[src/rtl/ber_err_acc.sv]
// ---------------------------------------------------------------------------
// ber_err_acc
//   Windowed bit/error accumulator for the BER checker. A START opens a
//   window of WIN valid bits; every valid compared bit from the pattern
//   comparator bumps the bit counter, and errored bits bump a saturating
//   error counter. When the WIN-th valid bit arrives, the totals are captured
//   into the RES_* registers and DONE pulses for one cycle.
//
// Ports
//   CLK       clock, rising edge
//   RST       synchronous active-high reset
//   START     pulse: open a new window, latch WIN
//   ABORT     pulse: close the window without capturing results
//   WIN       window length in valid bits (sampled with START)
//   BIT_VLD   one compared bit present this cycle
//   BIT_ERR   that bit mismatched (ignored when BIT_VLD=0)
//   BUSY      high while a window is running
//   DONE      one-cycle pulse, results just captured
//   BIT_CNT   live valid-bit count of the current window
//   ERR_CNT   live (saturating) error count of the current window
//   RES_BITS  captured bit count
//   RES_ERR   captured error count
//   RES_OVF   captured error-saturation flag
// ---------------------------------------------------------------------------
module ber_err_acc #(
    parameter int BW_BIT = 32,
    parameter int BW_ERR = 16
) (
    input  logic              CLK,
    input  logic              RST,
    input  logic              START,
    input  logic              ABORT,
    input  logic [BW_BIT-1:0] WIN,
    input  logic              BIT_VLD,
    input  logic              BIT_ERR,
    output logic              BUSY,
    output logic              DONE,
    output logic [BW_BIT-1:0] BIT_CNT,
    output logic [BW_ERR-1:0] ERR_CNT,
    output logic [BW_BIT-1:0] RES_BITS,
    output logic [BW_ERR-1:0] RES_ERR,
    output logic              RES_OVF
);

    typedef enum logic [1:0] {
        S_IDLE = 2'd0,
        S_RUN  = 2'd1,
        S_FIN  = 2'd2
    } state_t;

    state_t            state;
    logic [BW_BIT-1:0] win_len;
    logic              ovf;

    logic [BW_BIT-1:0] bit_nxt;
    logic [BW_ERR-1:0] err_nxt;
    logic              ovf_nxt;
    logic [BW_ERR:0]   err_step_r;

    // Saturating error step. Returns {overflow_event, next_count}: an errored
    // bit arriving while the counter is already at full scale holds the count
    // and reports the overflow event instead.
    function automatic logic [BW_ERR:0] err_step(
        input logic [BW_ERR-1:0] cnt,
        input logic              hit
    );
        logic [BW_ERR:0] r;
        r = {1'b0, cnt};
        if (hit) begin
            if (cnt == {BW_ERR{1'b1}}) begin
                r = {1'b1, cnt};
            end else begin
                r = {1'b0, cnt + BW_ERR'(1)};
            end
        end
        return r;
    endfunction

    always_comb begin
        bit_nxt    = BIT_CNT + BW_BIT'(1);
        err_step_r = err_step(ERR_CNT, BIT_ERR);
        err_nxt    = err_step_r[BW_ERR-1:0];
        ovf_nxt    = ovf | err_step_r[BW_ERR];
    end

    // Priority: RST > ABORT > START > window end > counting.
    always_ff @(posedge CLK) begin
        if (RST) begin
            state    <= S_IDLE;
            BUSY     <= 1'b0;
            DONE     <= 1'b0;
            BIT_CNT  <= '0;
            ERR_CNT  <= '0;
            RES_BITS <= '0;
            RES_ERR  <= '0;
            RES_OVF  <= 1'b0;
            win_len  <= '0;
            ovf      <= 1'b0;
        end else if (ABORT) begin
            // Live counters and results deliberately left untouched.
            state <= S_IDLE;
            BUSY  <= 1'b0;
            DONE  <= 1'b0;
        end else if (START) begin
            // Restart is allowed from any state, including mid-window.
            state   <= S_RUN;
            BUSY    <= 1'b1;
            DONE    <= 1'b0;
            BIT_CNT <= '0;
            ERR_CNT <= '0;
            ovf     <= 1'b0;
            win_len <= WIN;
        end else begin
            case (state)
                S_RUN: begin
                    if (win_len == '0) begin
                        // Empty window: close on the first RUN cycle without
                        // counting whatever bit is present.
                        state    <= S_FIN;
                        BUSY     <= 1'b0;
                        DONE     <= 1'b1;
                        RES_BITS <= '0;
                        RES_ERR  <= '0;
                        RES_OVF  <= 1'b0;
                    end else if (BIT_VLD) begin
                        BIT_CNT <= bit_nxt;
                        ERR_CNT <= err_nxt;
                        ovf     <= ovf_nxt;
                        // Capture uses the post-increment values so the
                        // final bit is included in the results.
                        if (bit_nxt == win_len) begin
                            state    <= S_FIN;
                            BUSY     <= 1'b0;
                            DONE     <= 1'b1;
                            RES_BITS <= bit_nxt;
                            RES_ERR  <= err_nxt;
                            RES_OVF  <= ovf_nxt;
                        end
                    end
                end
                S_FIN: begin
                    state <= S_IDLE;
                    DONE  <= 1'b0;
                end
                default: begin
                    state <= S_IDLE;
                end
            endcase
        end
    end

endmodule

[config.mk]
export PLATFORM = sky130hd
export DESIGN_NAME = ber_err_acc
export DESIGN_NICKNAME = d
export VERILOG_FILES = /design/src/rtl/ber_err_acc.sv
export SDC_FILE = /design/constraint.sdc
export NUM_CORES = 1
export LEC_CHECK = 0
export CAP_MARGIN = 20
export CORE_UTILIZATION = 50
export DETAILED_ROUTE_END_ITERATION = 6
export GPL_ROUTABILITY_DRIVEN = 0
export GPL_TIMING_DRIVEN = 0
export PLACE_DENSITY = 0.76
export SYNTH_ARGS = -nofsm -noshare
export SYNTH_HDL_FRONTEND = slang
export SYNTH_SLANG_ARGS = --single-unit
export TNS_END_PERCENT = 30
[constraint.sdc]
create_clock -name CLK -period 3.5 [get_ports CLK]
set_clock_uncertainty 0.1 [all_clocks]
set_input_delay 0.875 -clock CLK [delete_from_list [all_inputs] [get_ports CLK]]
set_output_delay 0.875 -clock CLK [all_outputs]
set_load 0.02 [all_outputs]
==> flow_summary_export.csv <==
group,metric,value,unit
layout,layout_commonest_cell,"clkdlybuf4s50_1",
global_routing,grt-ovfl-total,0,
routing,drt-vias-per-instance,6.18,
timing,hold_violations,0,
floorplanning,initial_core_util,0.515,
cts,clkTransAtPathRegs,0.06,ns
floorplanning,fp.dieArea,16900,um2
place,placed_area,9810,um2
timing,slew_headroom,0.313,
setup_path,path_class,"flip-flop to flip-flop",
place,port-buffer-count,134,
timing,finalMaxSlewViolations,0,
layout,antennaDiodeCount,0,
cts,root_buffer,"clkbuf_16",
min_path,hold_class,"flip-flop to flip-flop",
timing,finalSetupViolCount,0,
setup_path,worstPathMaxFanout,10,
place,hpwl,21000,um
cts,h-tree-depth,4,
floorplanning,die_w,130,um
global_routing,grt_usage,0.341,
global_routing,grt_pass1_wl,43400,um
place,dp.cells,1373,
global_routing,grt_antenna_before_repair,0,
floorplanning,core_area,15900,um2
floorplanning,fp-row-count,46,
cts,clockBufferDepth,2,
logic_synthesis,synth-seq-cells,134,
cts,cts_hold_buf,0,
run_status,outcome,"finished, final reports clean",
logic_synthesis,syn_inst,1023,
layout,fill_cells,1349,
timing,period_needed,3.49,ns
routing,postRouteAntennaNets,0,
layout,multi_input_area,5190,um2
cts,cts_buffers,17,
routing,wl,28400,um
layout,nets,1221,
routing,firstDrtPassIters,6,
cts,cts_tree,"done",
power,total_power,3790,uW
logic_synthesis,ys_warn_count,0,
setup_path,worstSetupStartpointType,"flip-flop",
cts,clock-sinks,134,
logic_synthesis,seq_area_frac_synth,0.327,
timing,holdWs,0.381,ns
layout,area_growth,30.4,%
job,timing.max_cap.violations,0,
routing,wire_per_inst,20.1,um
logic_synthesis,avgSynthCellArea,8.02,um2
timing,rsz0062_at_grt,"yes",
logic_synthesis,ys_types,87,
layout,instances_no_fill,1410,
routing,drc,0,
routing,drt_iter0_drc,944,
timing,finalCritPeriodShare,0.998,
power,p_per_area,355,nW/um2
setup_path,ff2ff_setup_slack,0.008,ns
routing,vias,8714,
timing,worst_pin_slew,1.02,ns
floorplanning,io_pins,137,
power,ir_drop,0.375,mV
logic_synthesis,synth-edff-count,0,
global_routing,grt_max_degree,17,
layout,final_cell_mix,"clkdlybuf4s50_1, nand2_1, dfxtp_1, a21oi_1, nor2_1",
floorplanning,die_h,130,um
layout,stdcell_area,10700,um2
layout,drive_gt1_frac,0.123,
logic_synthesis,syn_area,8200,um2
layout,ff_latch_area,2690,um2
cts,clk-insertion-delay-late,0.43,ns
logic_synthesis,synthFlopType,"dfxtp_1",
global_routing,grt_pass1_vias,7898,
timing,max_freq,286,MHz
logic_synthesis,synthesis.nets,1063,
setup_path,end_kind,"flip-flop",
setup_path,required,3.69,ns
setup_path,critPathArrivalTime,3.69,ns
power,cellLeakagePower,0.00365,uW
logic_synthesis,synthArstFlopShare,0,
[stage by stage]
| step | utilization | TNS (ns) | setup WS [ns] |
|---|---|---|---|
| 6_report | 0.671 | 0 | 0.00807 |
| 4_1_cts | 0.665 | 0 | 0.0110 |
| 5_1_grt | 0.671 | -0.178 | -0.0189 |
| 3_3_place_gp | 0.616 | -22.40 | -0.387 |
| 3_5_place_dp | 0.616 | -20.64 | -0.363 |
| 2_1_floorplan | - | 0 | 0.334 |
[registers in the layout, summed over array words and instances (netlist names)]
signal,cells
BIT_CNT,32
RES_ERR,16
state,2
ovf,1
DONE,1
BUSY,1
ERR_CNT,16
RES_BITS,32
RES_OVF,1
win_len,32
[cell usage after synthesis, types with 18 or more instances]
cell type  instances  area [um2]
dfxtp_1          134        2680
nand2_1          133         499
a21oi_1           87         435
nor2_1            77         289
o21ai_0           70         350
clkbuf_1          63         236
nor2b_1           48         300
xnor2_1           39         342
o221ai_2          38         571
nand4_1           27         169
nand3_1           26         130
xor2_1            21         184
nor3_1            18        90.1
[per-layer routing]
layer / up-vias / global-route usage / wire [um]
met1: 4078 / 0.453 / 11700
met3: 100 / 0.0947 / 3050
met5: - / 0 / 0
met2: 519 / 0.506 / 12300
met4: 0 / 0.171 / 1260
li1: 4017 / - / -
[power by group]
group | switching [uW] | internal [uW] | total (uW)
registers | 25.8 | 1540 | 1570
logic | 180 | 112 | 292
clock network | 698 | 1230 | 1930
[path summary, 6_finish.rpt]
path,start,end,cells after the start
max,BIT_CNT[3]$_SDFFE_PP0P_,RES_BITS[19]$_SDFFE_PP0P_,12
min,win_len[26]$_SDFFE_PP0P_,win_len[26]$_SDFFE_PP0P_,2
max reg2reg,BIT_CNT[3]$_SDFFE_PP0P_,RES_BITS[19]$_SDFFE_PP0P_,12
min reg2reg,win_len[26]$_SDFFE_PP0P_,win_len[26]$_SDFFE_PP0P_,2
[repair_timing]
item,4_1_cts,5_1_grt
setup buffers,6,1
endpoints found under the setup margin,53,72
pin swaps,3,6
resized for setup,19,28
[layout make-up]
cell class                 instances  share of cell area
clock buffer                      21              0.0431
sequential                       134               0.251
clock inverter                    11              0.0163
tap                              216              0.0253
inverter                          14             0.00491
multi-input combinational        782               0.485
buffer                            90              0.0432
timing repair buffer             142               0.131
[logic make-up (layout without fill, tap and decap cells)]
family / Yosys count / in the layout / share of synthesized area
and+or+nand+nor: 437 / 437 / 0.286
AOI/OAI and AO/OA: 277 / 277 / 0.250
DFF: 134 / 134 / 0.327
buffers and inverters: 107 / 278 / 0.0593
xor gates and xnor gates: 62 / 62 / 0.0696
muxes: 4 / 4 / 0.00488
adders and majority gates: 2 / 2 / 0.00305
[worst max-delay path, cell delays in order, from the launching register on]
cell and delay [ns]:
dfxtp_1 0.39, clkbuf_4 0.23, nand4_1 0.20, nor4_2 0.44, buf_4 0.25, xnor2_1 0.18, nand2_1 0.12, nand4_1 0.22
or4_1 0.52, buf_2 0.21, nor2_8 0.16, buf_6 0.19, o221ai_2 0.13
(Power assumes the default switching activity.)
